<file path="config.mk">
export PLATFORM = sky130hd
export DESIGN_NAME = game_sequencer
export DESIGN_NICKNAME = d
export VERILOG_FILES = /design/src/rtl/game_pkg.sv /design/src/rtl/game_sequencer_sec_prescaler.sv /design/src/rtl/game_sequencer.sv
export SDC_FILE = /design/constraint.sdc
export NUM_CORES = 1
export LEC_CHECK = 0
export ABC_AREA = 1
export CELL_PAD_IN_SITES_DETAIL_PLACEMENT = 2
export CELL_PAD_IN_SITES_GLOBAL_PLACEMENT = 2
export CORE_MARGIN = 2
export CORE_UTILIZATION = 34
export CTS_CLUSTER_DIAMETER = 150
export CTS_CLUSTER_SIZE = 30
export DETAILED_ROUTE_END_ITERATION = 8
export GPL_ROUTABILITY_DRIVEN = 0
export PLACE_DENSITY = 0.92
export SYNTH_ARGS = -nofsm -noshare
export SYNTH_HDL_FRONTEND = slang
export SYNTH_HIERARCHICAL = 1
export SYNTH_SLANG_ARGS = --single-unit
</file>
<file path="constraint.sdc">
create_clock -name CLK -period 4.35 [get_ports CLK]
set_input_delay 0.87 -clock CLK [delete_from_list [all_inputs] [get_ports CLK]]
set_output_delay 0.87 -clock CLK [all_outputs]
set_load 0.01 [all_outputs]
</file>
<file path="src/rtl/game_pkg.sv">
// Shared definitions for the fishing game: phase encodings, keyboard scan codes
// and overlay colours keyed on the sequencer phase.
package game_pkg;

  localparam logic [2:0] ST_TITLE = 3'd0;
  localparam logic [2:0] ST_CLEAR = 3'd1;
  localparam logic [2:0] ST_PLAY  = 3'd2;
  localparam logic [2:0] ST_PAUSE = 3'd3;
  localparam logic [2:0] ST_OVER  = 3'd4;

  localparam logic [7:0] SC_W     = 8'h1D;
  localparam logic [7:0] SC_A     = 8'h1C;
  localparam logic [7:0] SC_S     = 8'h1B;
  localparam logic [7:0] SC_D     = 8'h23;
  localparam logic [7:0] SC_START = 8'h29;
  localparam logic [7:0] SC_PAUSE = 8'h4D;
  localparam logic [7:0] SC_ABORT = 8'h76;

  localparam logic [11:0] COL_TITLE = 12'h00F;
  localparam logic [11:0] COL_CLEAR = 12'h000;
  localparam logic [11:0] COL_PLAY  = 12'h0AF;
  localparam logic [11:0] COL_PAUSE = 12'hFF0;
  localparam logic [11:0] COL_OVER  = 12'hF00;

  // Overlay tint the renderer applies for a given phase.
  function automatic logic [11:0] state_colour(input logic [2:0] s);
    case (s)
      ST_TITLE: state_colour = COL_TITLE;
      ST_CLEAR: state_colour = COL_CLEAR;
      ST_PLAY:  state_colour = COL_PLAY;
      ST_PAUSE: state_colour = COL_PAUSE;
      default:  state_colour = COL_OVER;
    endcase
  endfunction

endpackage

</file>
<file path="src/rtl/game_sequencer_sec_prescaler.sv">
// Game-second prescaler: counts 0..DIV-1 while enabled; wrap marks the last
// count of a second when enabled. last is ungated so callers can look ahead.
module sec_prescaler #(
  parameter int DIV = 25000000
) (
  input  logic CLK,
  input  logic arst_i,
  input  logic en,
  input  logic clr,
  output logic last,
  output logic wrap
);

  localparam int W = (DIV > 1) ? $clog2(DIV) : 1;

  logic [W-1:0] cnt;

  assign last = (cnt == W'(DIV - 1));
  assign wrap = en && last;

  always_ff @(posedge CLK or posedge arst_i) begin
    if (arst_i) begin
      cnt <= '0;
    end else if (clr) begin
      cnt <= '0;
    end else if (en) begin
      if (last) cnt <= '0;
      else      cnt <= cnt + 1'b1;
    end
  end

endmodule

</file>
<file path="src/rtl/game_sequencer.sv">
// Round controller: sequences TITLE/CLEAR/PLAY/PAUSE/OVER, owns the round
// countdown and the session high score, and gates the datapath via RUN/CLR.
module game_sequencer
  import game_pkg::*;
#(
  parameter int         TICK_DIV   = 25000000,
  parameter int         ROUND_SECS = 60,
  parameter int         CLR_CYCLES = 4,
  parameter int         OVER_SECS  = 5,
  parameter logic [7:0] KEY_START  = SC_START,
  parameter logic [7:0] KEY_PAUSE  = SC_PAUSE,
  parameter logic [7:0] KEY_ABORT  = SC_ABORT
) (
  input  logic        CLK,
  input  logic        arst_i,
  input  logic        KBSTROBE,
  input  logic [7:0]  KBCODE,
  input  logic [19:0] POINTS,
  output logic        RUN,
  output logic        CLR,
  output logic [2:0]  STATE,
  output logic [7:0]  SECS_LEFT,
  output logic        TICK,
  output logic [19:0] HISCORE,
  output logic        NEW_HI
);

  logic [3:0] clr_cnt;
  logic [7:0] over_cnt;
  logic       over_entry;
  logic       key_start, key_pause, key_abort;
  logic       pres_last, pres_wrap, pres_en, pres_clr;
  logic       final_sec, pause_take;

  assign key_start = KBSTROBE && (KBCODE == KEY_START);
  assign key_pause = KBSTROBE && (KBCODE == KEY_PAUSE);
  assign key_abort = KBSTROBE && (KBCODE == KEY_ABORT);

  // A pause only freezes the prescaler when it actually wins; on the final
  // second's wrap the timeout takes precedence and the count must run out.
  assign final_sec  = pres_last && (SECS_LEFT <= 8'd1);
  assign pause_take = (STATE == ST_PLAY) && key_pause && !key_abort && !final_sec;
  assign pres_en    = ((STATE == ST_PLAY) && !pause_take) || (STATE == ST_OVER);
  assign pres_clr   = (STATE == ST_TITLE) || (STATE == ST_CLEAR);

  sec_prescaler #(.DIV(TICK_DIV)) u_prescaler (
    .CLK    (CLK),
    .arst_i (arst_i),
    .en     (pres_en),
    .clr    (pres_clr),
    .last   (pres_last),
    .wrap   (pres_wrap)
  );

  always_ff @(posedge CLK or posedge arst_i) begin
    if (arst_i) begin
      STATE      <= ST_TITLE;
      RUN        <= 1'b0;
      CLR        <= 1'b0;
      SECS_LEFT  <= 8'(ROUND_SECS);
      TICK       <= 1'b0;
      HISCORE    <= '0;
      NEW_HI     <= 1'b0;
      clr_cnt    <= '0;
      over_cnt   <= '0;
      over_entry <= 1'b0;
    end else begin
      TICK <= 1'b0;
      case (STATE)
        ST_TITLE: begin
          RUN <= 1'b0;
          if (key_start) begin
            STATE     <= ST_CLEAR;
            CLR       <= 1'b1;
            clr_cnt   <= '0;
            SECS_LEFT <= 8'(ROUND_SECS);
            NEW_HI    <= 1'b0;
          end
        end
        ST_CLEAR: begin
          if (clr_cnt == 4'(CLR_CYCLES - 1)) begin
            STATE <= ST_PLAY;
            CLR   <= 1'b0;
            RUN   <= 1'b1;
          end else begin
            clr_cnt <= clr_cnt + 4'd1;
          end
        end
        ST_PLAY: begin
          if (key_abort) begin
            STATE <= ST_TITLE;
            RUN   <= 1'b0;
          end else if (pres_wrap) begin
            TICK <= 1'b1;
            if (SECS_LEFT != 8'd0) SECS_LEFT <= SECS_LEFT - 8'd1;
            if (SECS_LEFT <= 8'd1) begin
              STATE      <= ST_OVER;
              RUN        <= 1'b0;
              over_entry <= 1'b1;
              over_cnt   <= '0;
            end
          end else if (key_pause) begin
            STATE <= ST_PAUSE;
            RUN   <= 1'b0;
          end
        end
        ST_PAUSE: begin
          if (key_abort) begin
            STATE <= ST_TITLE;
          end else if (key_pause) begin
            STATE <= ST_PLAY;
            RUN   <= 1'b1;
          end
        end
        ST_OVER: begin
          over_entry <= 1'b0;
          if (over_entry && (POINTS > HISCORE)) begin
            HISCORE <= POINTS;
            NEW_HI  <= 1'b1;
          end
          if (key_start) begin
            STATE     <= ST_CLEAR;
            CLR       <= 1'b1;
            clr_cnt   <= '0;
            SECS_LEFT <= 8'(ROUND_SECS);
            NEW_HI    <= 1'b0;
          end else if (pres_wrap) begin
            if (over_cnt == 8'(OVER_SECS - 1)) STATE <= ST_TITLE;
            else                                over_cnt <= over_cnt + 8'd1;
          end
        end
        default: begin
          STATE <= ST_TITLE;
          RUN   <= 1'b0;
          CLR   <= 1'b0;
        end
      endcase
    end
  end

endmodule

</file>
== Word-level counts from Yosys, hierarchy flattened ==
Cells that the tools add are included.
Cells by class
  $add $sub $neg: 4
  magnitude comparators: 2
  equality and inequality tests: 29
  muxes and demuxes: 52
  bitwise logic cells: 2
  reductions and logical operators: 33
Operators with widths (count)
  $mux W8: 10
  $mux W25: 3
  $mux W3: 11
  $pmux W8 S2: 2
  $add A25 B1 Y25 const B: 1
  $eq A25 B25 Y1 const B: 1
  $gt A20 B20 Y1: 1
  $mux W1: 18
  $ne A2 B2 Y1 const B: 9
  $eq A8 B7 Y1 const B: 2
  $pmux W3 S5: 1
  $reduce_and A7 Y1: 2
  $logic_and A1 B1 Y1: 10
  $reduce_bool A2 Y1: 5
  $reduce_and A3 Y1: 3
  $add A8 B1 Y8 const B: 1
  $eq A8 B3 Y1 const B: 1
  $eq A8 B6 Y1 const B: 1
  $le A8 B1 Y1 const B: 1
  $mux W4: 2
  $ne A2 B1 Y1 const B: 4
  $pmux W4 S2: 1
  $reduce_bool A8 Y1: 1
  $sub A8 B1 Y8 const B: 1
  21 further kinds: 30
Word-level totals
  flip-flop bits (word level): 73
  bits of input ports: 31
  output and inout bits: 35
  logic and storage cells: 133

== Longest topological paths before layout ==
  depth in word-level cells: 12
  gate-level depth with buffers: 18

== By module ==
The synthesis kept the hierarchy.
By module, submodules not included
  game_sequencer: times used 1, cells an instance 465, area each 3313.2 um^2, sequential area each 1206.2 um^2
  sec_prescaler: times used 1, cells an instance 247, area each 1625.3 um^2, sequential area each 625.6 um^2

== Worst setup path after synthesis ==
Ideal clock, no wire load.
  path type: input port to flip-flop
  start point: input KBCODE[1]
  end point: register over_cnt[0]
  data arrival time: 2.504 ns
  data required time: 4.232 ns
  slack: 1.728 ns
  stages on the path: 15
  buffers on the path: 0
  path through: inv_1 -> nand2_1 -> nor2_2 -> nand3_1 -> a21oi_1 -> o21ai_0 -> nand3_2 -> inv_1 -> nand2_1 -> o21ai_1 -> nand2_1 -> a21oi_4 -> nand3_4 -> nand2_1 -> nand2_1
On the way
  word-level cells in the longest chain between the ends: 11
  elaborated cells on any way between the ends: 19
Ends and longest elaborated chain
  from (decl): line game_sequencer.sv:17  | input logic [7:0] KBCODE,
  $eq A8 B7 Y1 (on tied branches): line game_sequencer.sv:36, game_sequencer.sv:37
  $logic_and A1 B1 Y1 (on tied branches): line game_sequencer.sv:36, game_sequencer.sv:37
  $logic_and A1 B1 Y1 or $logic_not A1 Y1 (tied branches): line game_sequencer.sv:42  | assign pause_take = (STATE == ST_PLAY) && key_pause && !key_abort && !final_sec;
  $logic_and A1 B1 Y1 * (2 in series): line game_sequencer.sv:42
  $logic_not A1 Y1 *: line game_sequencer.sv:43  | assign pres_en = ((STATE == ST_PLAY) && !pause_take) || (STATE == ST_OVER);
  $logic_and A1 B1 Y1 *: line game_sequencer.sv:43
  $logic_or A1 B1 Y1 *: line game_sequencer.sv:43
  named net pres_en: line game_sequencer.sv:32  | logic pres_last, pres_wrap, pres_en, pres_clr;
  $logic_and A1 B1 Y1 *: line game_sequencer_sec_prescaler.sv:19  | assign wrap = en && last;
  named net pres_wrap: line game_sequencer.sv:32
  $ne A2 B2 Y1 (no source line)
  $reduce_and A7 Y1 (no source line) *
  to (signal assigned): line game_sequencer.sv:129  | else over_cnt <= over_cnt + 8'd1;
  to (decl): line game_sequencer.sv:29  | logic [7:0] over_cnt;
The timed path passes the listed nets; every way through them passes the cells marked *.
A chain may end at the register's enable or synchronous reset.

== Worst setup path in the final report ==
  start point: input KBCODE[1]
  end point: register over_cnt[3]
The elaborated chain is that of the path after synthesis.

==> flow_summary.json <==
{
  "synth_top_cell_by_area": "dfrtp_1",
  "synth-seq-cells": 73,
  "drc": 0,
  "setup_viol": 0,
  "internal-power_mw": 1.47,
  "netlist_area_um2": 4940,
  "drive_gt1_share_pct": 7.64,
  "area_delta_synth_final_pct": 23.2,
  "yosys_warnings": 6,
  "cts_tree": "done",
  "timing.final.crit_share_pct": 82.6,
  "worst_pin_slew_ns": 1.11,
  "finalInstanceArea_um2": 6080,
  "yosys-top-cells-count": "nand2_1 (241), nor2_1 (106), inv_1 (88)",
  "grt_max_degree": 28,
  "synth_cells": 712,
  "cts_setup_buffers": 0,
  "clkSinkCount": 73,
  "swShare_pct": 40.1,
  "grt_usage_pct": 26.4,
  "num-fill-cells": 1667,
  "routed_wl_mm": 19.7,
  "clkTransAtPathRegs_ns": 0.07,
  "dpl_cell_area_um2": 5760,
  "synth_edf_count": 0,
  "startpoint_type": "input pin",
  "max_freq_ghz": 0.278,
  "maxCapViolations": 0,
  "wl_per_cell_um": 20.4,
  "fp.dieW_um": 125,
  "start_util_pct": 34.4,
  "syn_avg_cell_area_um2": 6.94,
  "vias": 5124,
  "finalHoldViolations": 0,
  "synthArstFlopShare_pct": 100,
  "hold_buffers": 0,
  "antenna_found_initial": 0,
  "outcome": "finished, final reports clean",
  "crit_type": "in -> reg",
  "clkLatencyLatePin_ns": 0.37,
  "final_max_slew_viol_count": 0,
  "sequentialPowerShare_pct": 31.8,
  "pwr-share-clk_pct": 34.7,
  "tns_ns": 0,
  "fin_skew_ns": 0.0123,
  "vias_per_cell": 5.29,
  "seq_area_frac_synth_pct": 37.1,
  "relSlewSlack_pct": 25.8,
  "die-area_um2": 15500,
  "synthesis.nets": 769,
  "cp.required_ns": 4.60,
  "yosys.cell_types.count": 42,
  "core-area_um2": 14400,
  "cellPowerDensity_nw_per_um2": 402,
  "switchingPower_mw": 0.981,
  "synth_area_leaders": "dfrtp_1 (35%), nand2_1 (18%), nor2_1 (8.1%), inv_1 (6.7%), ha_1 (6.6%)",
  "combPwrFrac_pct": 33.4,
  "post-synth-top-count-cell": "nand2_1",
  "root_buffer": "clkbuf_16",
  "dp_hpwl_mm": 13.8,
  "pin_count": 66,
  "grt_remaining_overflow": 0,
  "portBuffers": 65,
  "cts-resized-gates": 0,
  "cts_made_buffers": 9,
  "yosys_most_used_dff": "dfrtp_1",
  "die_h_um": 125,
  "end_kind": "register",
  "grt_first_pass_wirelength_mm": 32.5,
  "clock_path_buffers": 2,
  "p_leak_nw": 2.88,
  "synth_top_area_share_pct": 35.0,
  "rsz0062_at_grt": "false",
  "ctsHtreeMaxLevel": 3,
  "cp.arrival_ns": 3.84,
  "postRouteAntennaNets": 0,
  "fin_crit_ns": 3.59,
  "ir_drop_v": 0.000280,
  "min_path_type": "reg -> reg",
  "num_rows": 44,
  "insertedDiodeCount": 0,
  "grt_pass1_vias": 5965,
  "fin_nets": 837,
  "first_iter_violations": 247,
  "drtPass1Iterations": 4,
  "crit_path_max_fanout": 9
}
final cells by class:
type / instances / area [µm²] / share of cell area, %
timing repair buffer: 69 / 681 / 11.2
multi-input combinational: 535 / 2670 / 43.9
tap: 184 / 230 / 3.78
sequential: 73 / 1830 / 30.1
clock inverter: 7 / 103 / 1.69
clock buffer: 9 / 225 / 3.70
inverter: 92 / 345 / 5.68
power groups by stage:
stage / logic, mW / clock network [mW] / registers (mW)
3_5_place_dp: 0.774 / 0 / 0.787
6_report: 0.818 / 0.850 / 0.779
5_1_grt: 0.901 / 0.889 / 0.783
2_1_floorplan: 0.512 / 0 / 0.775
4_1_cts: 0.824 / 0.870 / 0.777
3_3_place_gp: 0.719 / 0 / 0.785
cells in the final DEF (no fill, tap or decap), types with 6 or more instances in the layout:
| cell | n |
|---|---|
| a21oi_1 | 11 |
| ha_1 | 26 |
| nor2_2 | 8 |
| inv_1 | 87 |
| nand3_1 | 60 |
| clkdlybuf4s50_1 | 65 |
| o21ai_0 | 8 |
| nand4_1 | 16 |
| xor2_1 | 10 |
| xnor2_1 | 6 |
| nor2_1 | 106 |
| clkbuf_16 | 9 |
| nand2_1 | 241 |
| dfrtp_1 | 69 |
layer usage:
layer	routed length (µm)	up-vias	track usage, %
li1	-	2361	-
met1	8390	2623	31.2
met2	10300	98	47.4
met3	622	42	5.46
met4	480	0	8.79
met5	0	-	0
kinds of logic after synthesis:
| logic type | share of synthesized area [%] |
|---|---|
| and+or+nand+nor | 40.0 |
| DFF | 37.1 |
| xor gates and xnor gates | 2.84 |
| buffers and inverters | 8.87 |
| AOI/OAI and AO/OA | 4.61 |
| adders and majority gates | 6.59 |
critical path: stages:
cell             delay, ns
clkdlybuf4s50_1       0.48
inv_1                 0.04
nand2_1               0.06
nor2_2                0.06
nand3_1               0.20
a21oi_1               0.06
o21ai_0               0.43
nand3_2               0.21
inv_1                 0.20
nand2_1               0.12
o21ai_1               0.21
nand2_1               0.13
a21oi_4               0.34
nand3_4               0.22
nand2_1               0.14
nand2_1               0.06
state kept, by name, indices dropped and copies added (netlist names), 3 cells and up:
name / count
HISCORE: 20
SECS_LEFT: 8
STATE: 3
clr_cnt: 4
over_cnt: 8
u_prescaler/cnt: 25
stage by stage:
| step | worst slack [ns] | hold slack [ns] | cells | util (%) | power, mW |
|---|---|---|---|---|---|
| 2_1_floorplan | 1.73 | 0.464 | 712 | - | 1.29 |
| 3_3_place_gp | 0.601 | 0.459 | 953 | 40.1 | 1.50 |
| 3_5_place_dp | 0.512 | 0.478 | 953 | 40.1 | 1.56 |
| 4_1_cts | 0.698 | 0.493 | 969 | 42.3 | 2.47 |
| 5_1_grt | 0.463 | 0.531 | 969 | 42.3 | 2.57 |
| 6_report | 0.757 | 0.500 | 969 | 42.3 | 2.45 |
path summary, 6_finish.rpt:
| kind | from | endpoint | slack, ns | cells after the start |
|---|---|---|---|---|
| max reg2reg | SECS_LEFT[0]$_DFFE_PP0P_ | over_cnt[3]$_DFFE_PP0P_ | 0.80 | 16 |
| min | CLR$_DFFE_PP0P_ | CLR$_DFFE_PP0P_ | 0.50 | 2 |
| min reg2reg | CLR$_DFFE_PP0P_ | CLR$_DFFE_PP0P_ | 0.50 | 2 |
| max | KBCODE[1] | over_cnt[3]$_DFFE_PP0P_ | 0.76 | 16 |
| max in group asynchronous | arst_i | u_prescaler/cnt[21]$_DFFE_PP0P_ | 2.57 | 2 |
| min in group asynchronous | arst_i | HISCORE[8]$_DFFE_PP0P_ | 0.90 | 2 |
(Power assumes the default switching activity.)
